File: config.mk
export PLATFORM = sky130hd
export DESIGN_NAME = ttt_turn_ctrl
export DESIGN_NICKNAME = d
export VERILOG_FILES = /design/src/rtl/ttt_turn_ctrl.sv
export SDC_FILE = /design/constraint.sdc
export NUM_CORES = 1
export LEC_CHECK = 0
export CORE_ASPECT_RATIO = 0.75
export CORE_UTILIZATION = 40
export DETAILED_ROUTE_END_ITERATION = 6
export GPL_TIMING_DRIVEN = 0
export PLACE_DENSITY = 0.73
export SYNTH_ARGS = -nofsm -noshare
export SYNTH_HDL_FRONTEND = slang
export SYNTH_SLANG_ARGS = --single-unit
export TNS_END_PERCENT = 50
File: constraint.sdc
create_clock -name clk -period 6.1 [get_ports clk]
set_clock_uncertainty 0.1 [all_clocks]
set_input_delay 1.22 -clock clk [delete_from_list [all_inputs] [get_ports clk]]
set_output_delay 1.22 -clock clk [all_outputs]
set_load 0.02 [all_outputs]
File: src/rtl/ttt_turn_ctrl.sv
// ttt_turn_ctrl: debounced keypad move sequencer, board owner and win/draw judge for tic-tac-toe.
// Stone and move_ok land 2 clocks after key acceptance, turn/result 3 clocks after; optional forfeit timer via TTT_TIMEOUT_EN.
module ttt_turn_ctrl #(
   parameter int STABLE_CYCLES  = 4,
   parameter int TIMEOUT_CYCLES = 25_000_000
) (
   input  logic        clk,
   input  logic        rst,
   input  logic        start,
   input  logic [3:0]  key_data,
   output logic [17:0] board,
   output logic        turn_o,
   output logic [1:0]  result,
   output logic        game_active,
   output logic        move_ok,
   output logic        move_err
);
   localparam int CW = $clog2(STABLE_CYCLES + 1);
   localparam logic [CW-1:0] STABLE_MAX = CW'(STABLE_CYCLES);

   typedef enum logic [2:0] {
      S_IDLE, S_WAIT_KEY, S_CHECK, S_COMMIT, S_EVAL, S_DONE
   } state_t;

   state_t      state_q, state_d;
   logic [17:0] board_q, board_d;
   logic        turn_q, turn_d;
   logic [1:0]  result_q, result_d;
   logic        game_active_q, game_active_d;
   logic        move_ok_q, move_ok_d;
   logic        move_err_q, move_err_d;
   logic [3:0]  cell_q, cell_d;
   logic [3:0]  move_cnt_q, move_cnt_d;
   logic [3:0]  prev_q, prev_d;
   logic [CW-1:0] cnt_q, cnt_d;
   logic        armed_q, armed_d;

   logic [3:0]  code;
   logic [CW-1:0] stable_now;
   logic        held, accept, new_game, active, timeout;
   logic        cell_occ, win;
   logic [17:0] commit_mask;
   logic [8:0]  plane;

   // Codes 10-15 behave exactly like "no key" for both debounce and arming.
   assign code       = (key_data > 4'd9) ? 4'd0 : key_data;
   assign stable_now = (code != prev_q)       ? CW'(1) :
                       (cnt_q == STABLE_MAX)  ? cnt_q  : cnt_q + CW'(1);
   assign held       = (stable_now == STABLE_MAX);
   assign active     = state_q inside {S_WAIT_KEY, S_CHECK, S_COMMIT, S_EVAL};
   assign new_game   = start && (state_q inside {S_IDLE, S_WAIT_KEY, S_DONE});
   assign accept     = (state_q == S_WAIT_KEY) && armed_q && (code != 4'd0) && held;

`ifdef TTT_TIMEOUT_EN
   localparam int TW = $clog2(TIMEOUT_CYCLES + 1);
   logic [TW-1:0] timer_q, timer_d;
   assign timeout = (state_q == S_WAIT_KEY) && ((timer_q + TW'(1)) == TW'(TIMEOUT_CYCLES));
`else
   assign timeout = (TIMEOUT_CYCLES < 0);
`endif

   always_comb begin
      cell_occ    = 1'b0;
      commit_mask = '0;
      for (int k = 1; k <= 9; k++) begin
         if (cell_q == 4'(k)) begin
            cell_occ             = |board_q[18-2*k +: 2];
            commit_mask[18-2*k]  = ~turn_q;
            commit_mask[19-2*k]  = turn_q;
         end
      end
      for (int k = 0; k < 9; k++) begin
         plane[k] = turn_q ? board_q[17-2*k] : board_q[16-2*k];
      end
      win = (&plane[2:0]) | (&plane[5:3]) | (&plane[8:6]) |
            (plane[0] & plane[3] & plane[6]) | (plane[1] & plane[4] & plane[7]) |
            (plane[2] & plane[5] & plane[8]) | (plane[0] & plane[4] & plane[8]) |
            (plane[2] & plane[4] & plane[6]);
   end

   always_ff @(posedge clk or posedge rst) begin
      if (rst) begin
         state_q       <= S_IDLE;
         board_q       <= '0;
         turn_q        <= 1'b0;
         result_q      <= 2'b00;
         game_active_q <= 1'b0;
         move_ok_q     <= 1'b0;
         move_err_q    <= 1'b0;
         cell_q        <= '0;
         move_cnt_q    <= '0;
         prev_q        <= '0;
         cnt_q         <= '0;
         armed_q       <= 1'b0;
      end else begin
         state_q       <= state_d;
         board_q       <= board_d;
         turn_q        <= turn_d;
         result_q      <= result_d;
         game_active_q <= game_active_d;
         move_ok_q     <= move_ok_d;
         move_err_q    <= move_err_d;
         cell_q        <= cell_d;
         move_cnt_q    <= move_cnt_d;
         prev_q        <= prev_d;
         cnt_q         <= cnt_d;
         armed_q       <= armed_d;
      end
   end

`ifdef TTT_TIMEOUT_EN
   always_ff @(posedge clk or posedge rst) begin
      if (rst) timer_q <= '0;
      else     timer_q <= timer_d;
   end
`endif

   always_comb begin
      state_d = state_q;
      case (state_q)
         S_IDLE:     if (start) state_d = S_WAIT_KEY;
         S_WAIT_KEY: begin
            if (!start) begin
               if (accept)       state_d = S_CHECK;
               else if (timeout) state_d = S_DONE;
            end
         end
         S_CHECK:    state_d = cell_occ ? S_WAIT_KEY : S_COMMIT;
         S_COMMIT:   state_d = S_EVAL;
         S_EVAL:     state_d = (win || move_cnt_q == 4'd9) ? S_DONE : S_WAIT_KEY;
         S_DONE:     if (start) state_d = S_WAIT_KEY;
         default:    state_d = S_IDLE;
      endcase
   end

   always_comb begin
      board_d       = board_q;
      turn_d        = turn_q;
      result_d      = result_q;
      move_ok_d     = 1'b0;
      move_err_d    = 1'b0;
      cell_d        = cell_q;
      move_cnt_d    = move_cnt_q;
      prev_d        = prev_q;
      cnt_d         = cnt_q;
      armed_d       = armed_q;
      game_active_d = state_d inside {S_WAIT_KEY, S_CHECK, S_COMMIT, S_EVAL};
`ifdef TTT_TIMEOUT_EN
      timer_d       = timer_q;
`endif
      if (new_game) begin
         board_d    = '0;
         turn_d     = 1'b0;
         result_d   = 2'b00;
         move_cnt_d = '0;
         prev_d     = '0;
         cnt_d      = '0;
         armed_d    = 1'b0;
`ifdef TTT_TIMEOUT_EN
         timer_d    = '0;
`endif
      end else begin
         // Debounce keeps running through CHECK..EVAL so a release during a move still re-arms.
         if (active) begin
            prev_d = code;
            cnt_d  = stable_now;
            if (code == 4'd0 && held) armed_d = 1'b1;
         end
         case (state_q)
            S_WAIT_KEY: begin
               if (accept) begin
                  cell_d  = code;
                  armed_d = 1'b0;
               end else begin
`ifdef TTT_TIMEOUT_EN
                  timer_d = timer_q + TW'(1);
`endif
                  if (timeout) result_d = turn_q ? 2'b01 : 2'b10;
               end
            end
            S_CHECK:  if (cell_occ) move_err_d = 1'b1;
            S_COMMIT: begin
               board_d    = board_q | commit_mask;
               move_cnt_d = move_cnt_q + 4'd1;
               move_ok_d  = 1'b1;
`ifdef TTT_TIMEOUT_EN
               timer_d    = '0;
`endif
            end
            S_EVAL: begin
               if (win)                      result_d = turn_q ? 2'b10 : 2'b01;
               else if (move_cnt_q == 4'd9)  result_d = 2'b11;
               else                          turn_d   = ~turn_q;
            end
            default: ;
         endcase
      end
   end

   assign board       = board_q;
   assign turn_o      = turn_q;
   assign result      = result_q;
   assign game_active = game_active_q;
   assign move_ok     = move_ok_q;
   assign move_err    = move_err_q;
endmodule
# After elaboration in Yosys (flattened, before gate mapping)
# Index checks and enable logic that the tools add are counted.
# Widths: inputs -> output; s select.
[op_classes]
add_sub_neg = 2
n_lt_le_gt_ge = 1
n_eq_ne = 24
muxes = 63
bitwise_logic = 20
reduce_logical = 32
[ops]
columns = ["cell", "n"]
rows = [
  ["$mux 18", 2],
  ["$mux 1", 32],
  ["$mux 2", 15],
  ["$mux 3", 8],
  ["$mux 4", 5],
  ["$reduce_or 2->1", 10],
  ["$or 18x18->18", 1],
  ["$eq 4x3->1 const B", 4],
  ["$eq 3x3->1 const B", 5],
  ["$pmux 3 s5", 1],
  ["$reduce_and 3->1", 5],
  ["$eq 3x2->1 const B", 4],
  ["$eq 4x4->1 const B", 3],
  ["$reduce_bool 4->1", 3],
  ["$and 1x1->1", 10],
  ["$eq 4x2->1 const B", 2],
  ["$or 1x1->1", 7],
  ["$eq 3x1->1 const B", 2],
  ["$reduce_bool 2->1", 3],
  ["$reduce_bool 3->1", 2],
  ["$logic_and 1x1->1", 5],
  ["$add 4x1->4 const B", 1],
  ["$eq 4x1->1 const B", 1],
  ["$gt 4x4->1 const B", 1],
  ["8 further kinds", 10],
]
[totals]
register_bits = 43
in_bits = 7
out_inout_bits = 24
elab_cells = 154

# Depth between registers and ports, before layout
[logic_depth]
depth_word = 14
depth_mapped = 7
depth_no_buf = 7

# Worst setup path before layout
# No wires, ideal clock.
[synth_timing]
path_type = "input port to flip-flop"
startpoint = "input key_data[2]"
endpoint = "register cell_q[1]"
setup_time_ns = 0.125
arrival_time_ns = 2.728
required_time_ns = 5.875
slack_ns = 3.148
cell_stages = 5
n_path_buf = 0
cell_sequence = "xor2_1 > or4_1 > and3_4 > nor4_4 > mux2_2"
[synth_via]
elab_chain_len = 7
elab_cells_between_ends = 9
cone_classes = "order compare (1); eq/ne (2); mux (2); reduce/logical (4)"
[synth_rtl]
columns = ["item", "line", "source"]
rows = [
  ["from (decl)", "10", "input logic [3:0] key_data,"],
  ["$gt 4x4->1", "46", "assign code = (key_data > 4'd9) ? 4'd0 : key_data;"],
  ["$mux 4 (*)", "46", ""],
  ["$ne 4x4->1", "47", "assign stable_now = (code != prev_q) ? CW'(1) :"],
  ["$mux 3", "47", ""],
  ["$eq 3x3->1", "49", "assign held = (stable_now == STABLE_MAX);"],
  ["$logic_and 1x1->1", "52", "assign accept = (state_q == S_WAIT_KEY) && armed_q && (code != 4'd0) && held;"],
  ["$reduce_and 3->1 (no line)", "n/a", ""],
  ["to (signal assigned)", "103", "cell_q <= cell_d;"],
  ["to (decl)", "32", "logic [3:0] cell_q, cell_d;"],
]
# Every way passes the cells marked *; elsewhere a longest branch is shown, timed or not.
# A chain may end at the register's enable or synchronous reset.

# Worst setup path in the final report
[layout_timing]
startpoint = "input key_data[2]"
endpoint = "register cell_q[2]"
# Same word-level chain as after synthesis.

==> impl_metrics.json <==
{
  "drtAntennaViolNets": 0,
  "cts_setup_buffers": 0,
  "area_delta_synth_final_pct": 21.1,
  "syn_area_per_cell_sq_um": 9.01,
  "place.gp.congestion": 0.906,
  "yosys.area.top_type": "dfrtp_1",
  "htreeDepth": 2,
  "holdCritPathClass": "register to register",
  "clock_sinks": 43,
  "die_w_microns": 90.4,
  "p_leak_uw": 0.00118,
  "critPathKind": "input pin to register",
  "rows": 23,
  "post_cts_resized": 0,
  "die-height_microns": 68.3,
  "whs_path_depth": 2,
  "yosys-top-cells-area": "dfrtp_1 (46%), nor2_1 (5.8%), a21oi_1 (5.1%)",
  "maxSlewHeadroom_pct": 52.9,
  "pwr-share-comb_pct": 7.6,
  "tns_ns": 0,
  "cts_hold_buf": 0,
  "p_seq_share_pct": 57.7,
  "reg2reg_slack_ns": 3.37,
  "cts.clk_slew.worst_paths_ns": 0.08,
  "finalCritPeriodShare_pct": 55.1,
  "p_sw_share_pct": 23.7,
  "cp-start-kind": "input pin",
  "io_pins": 31,
  "fin_nets": 309,
  "drtIter0Drc": 150,
  "r2r_end": "cell_q[2]",
  "r2r-start": "cnt_q[0]",
  "path_max_fanout": 6,
  "fin_ws_ns": 2.74,
  "cap_violations": 0,
  "antenna_cells": 0,
  "peakVddDrop_mv": 0.0804,
  "synthArstFlopShare_pct": 100,
  "antenna_found_initial": 0,
  "io_buffer_count": 30,
  "min_period_ns": 3.36,
  "yosysSeqAreaShare_pct": 45.9,
  "post-route-util_pct": 51.7,
  "p_int_uw": 382,
  "r2r_cells": 7,
  "core_sq_um": 5500,
  "fillCellCount": 519,
  "setup-violations-final": 0,
  "status": "finished clean",
  "ctsLongestPathBuffers": 2,
  "net-switching-power_uw": 119,
  "synth_top_flop_cell": "dfrtp_1",
  "yosys_warnings": 0,
  "drive_gt1_share_pct": 5.02,
  "pre_cts_ws_ns": 2.43,
  "numCtsBuffers": 5,
  "rsz0062_at_grt": "false",
  "firstDrtPassIters": 4,
  "tritoncts": "yes",
  "yosysTopAreaCellShare_pct": 45.9,
  "cp.required_ns": 6.18,
  "p_clk_share_pct": 34.7,
  "cts_root_buf": "clkbuf_8",
  "synth.distinct_cells": 45,
  "netlist_instances": 260,
  "crit_arrival_ns": 3.44,
  "dieArea_sq_um": 6170,
  "routed_wl_microns": 5770,
  "grt_usage_pct": 20.6,
  "synth_area_sq_um": 2340,
  "grt_max_degree": 29,
  "viasPerCell": 5.55,
  "grt_pass1_wl_microns": 9760,
  "grt_pass1_vias": 1904,
  "powerDensity_nw_per_um2": 176,
  "start_util_pct": 42.6,
  "whs_endpoint": "armed_q",
  "overflow": 0,
  "clock_latency_ns": 0.30,
  "worstHoldStart": "armed_q",
  "dp_hpwl_microns": 4210,
  "synth_seq_cells": 43,
  "wl_per_cell_microns": 15.4,
  "worstMarginPinSlew_ns": 0.702,
  "syn_nets": 271,
  "drv_slew": 0,
  "end_kind": "register",
  "vias": 2074,
  "synth_edf_count": 0,
  "max_freq_mhz": 297,
  "hold_violations": 0,
  "route.detailed.drc": 0
}
[worst max path at each step]
stage,from,endpoint,slack [ns],depth (start not counted)
3_5_place_dp,key_data[1],cell_q[2],2.43,6
4_1_cts,key_data[1],cell_q[2],2.74,6
2_1_floorplan,key_data[2],cell_q[1],3.15,5
5_1_grt,key_data[3],cell_q[1],2.63,6
3_3_place_gp,key_data[2],cell_q[1],2.47,6
6_report,key_data[2],cell_q[2],2.74,6
[through the flow]
stage	instance area [sq um]	hold WS, ns	total power, uW	cells
6_report	2840	0.426	501	374
5_1_grt	2840	0.441	526	374
4_1_cts	2840	0.426	506	374
3_5_place_dp	2760	0.414	333	366
3_3_place_gp	2740	0.411	331	365
2_1_floorplan	2340	0.395	319	260
[state kept, by name (all words and copies together) (netlist names)]
name and cells:
armed_q 1, state_q 3, board 18, move_ok 1, result 2, move_err 1, turn_o 1, game_active 1
cnt_q 3, move_cnt_q 4, cell_q 4, prev_q 4
[layout by cell type (no fill, tap or decap), types with 4 or more instances in the layout]
cell type        synthesis  routed
nor3b_1                  5       5
a22o_1                   8       8
and2_1                   4       4
a31oi_1                 10      10
clkbuf_8                 0       5
clkbuf_1                 8      10
clkdlybuf4s50_1          0      30
nor3_1                   9       9
a21oi_1                 24      24
nand3_1                  9       9
nand2_1                 20      20
dfrtp_1                 43      43
ha_1                     4       4
nand2b_1                 4       4
nor2_1                  36      36
inv_1                   10       9
nor2b_1                  8       8
a22oi_1                  6       6
o21ai_0                 10      10
[power by group through the flow]
stage | logic, uW | registers (uW) | clock network [uW]
final | 38.2 | 289 | 174
after global routing | 42.8 | 289 | 194
after CTS | 38.7 | 289 | 178
after detailed placement | 38.6 | 294 | 0
after global placement | 36.5 | 294 | 0
after floorplan | 24.6 | 294 | 0
[cell type report]
| type | instances | area (sq um) | share of cell area [%] |
|---|---|---|---|
| plain buffers | 9 | 33.8 | 1.19 |
| well taps | 75 | 93.8 | 3.31 |
| repair buffers | 31 | 320 | 11.3 |
| clock inverters | 1 | 5.00 | 0.176 |
| clock buffers | 7 | 76.3 | 2.69 |
| multi-input cells | 198 | 1200 | 42.1 |
| flip-flops and latches | 43 | 1080 | 37.9 |
| inverters | 10 | 37.5 | 1.32 |
[cells in the mapped netlist (3+ instances only)]
cell type / instances
dfrtp_1: 43
nor2_1: 36
a21oi_1: 24
nand2_1: 20
a31oi_1: 10
inv_1: 10
o21ai_0: 10
nand3_1: 9
nor3_1: 9
a22o_1: 8
clkbuf_1: 8
nor2b_1: 8
a22oi_1: 6
nor3b_1: 5
and2_1: 4
ha_1: 4
nand2b_1: 4
mux2_2: 3
nand4_1: 3
or4_1: 3
xor2_1: 3
[kinds of logic after synthesis]
family / Yosys count / synth area share, %
DFF: 43 / 45.9
muxes: 5 / 2.30
AOI/OAI and AO/OA: 71 / 19.6
and+or+nand+nor: 113 / 25.1
xor gates and xnor gates: 5 / 1.87
adders and majority gates: 4 / 2.14
buffers and inverters: 19 / 3.04
[per-layer routing]
metal	track usage [%]	part of all wire, %	up-vias
met2	30.0	43	68
met3	4.44	7.1	4
met4	6.05	0.50	0
met1	30.6	49	977
met5	0	0	-
li1	-	-	1025
[critical path, stage by stage]
cell             delay, ns
clkdlybuf4s50_1       0.51
xor2_1                0.19
or4_1                 0.43
and3_4                0.23
nor4_4                0.47
mux2_2                0.39
Note: power is estimated with default switching activity, not from simulation.
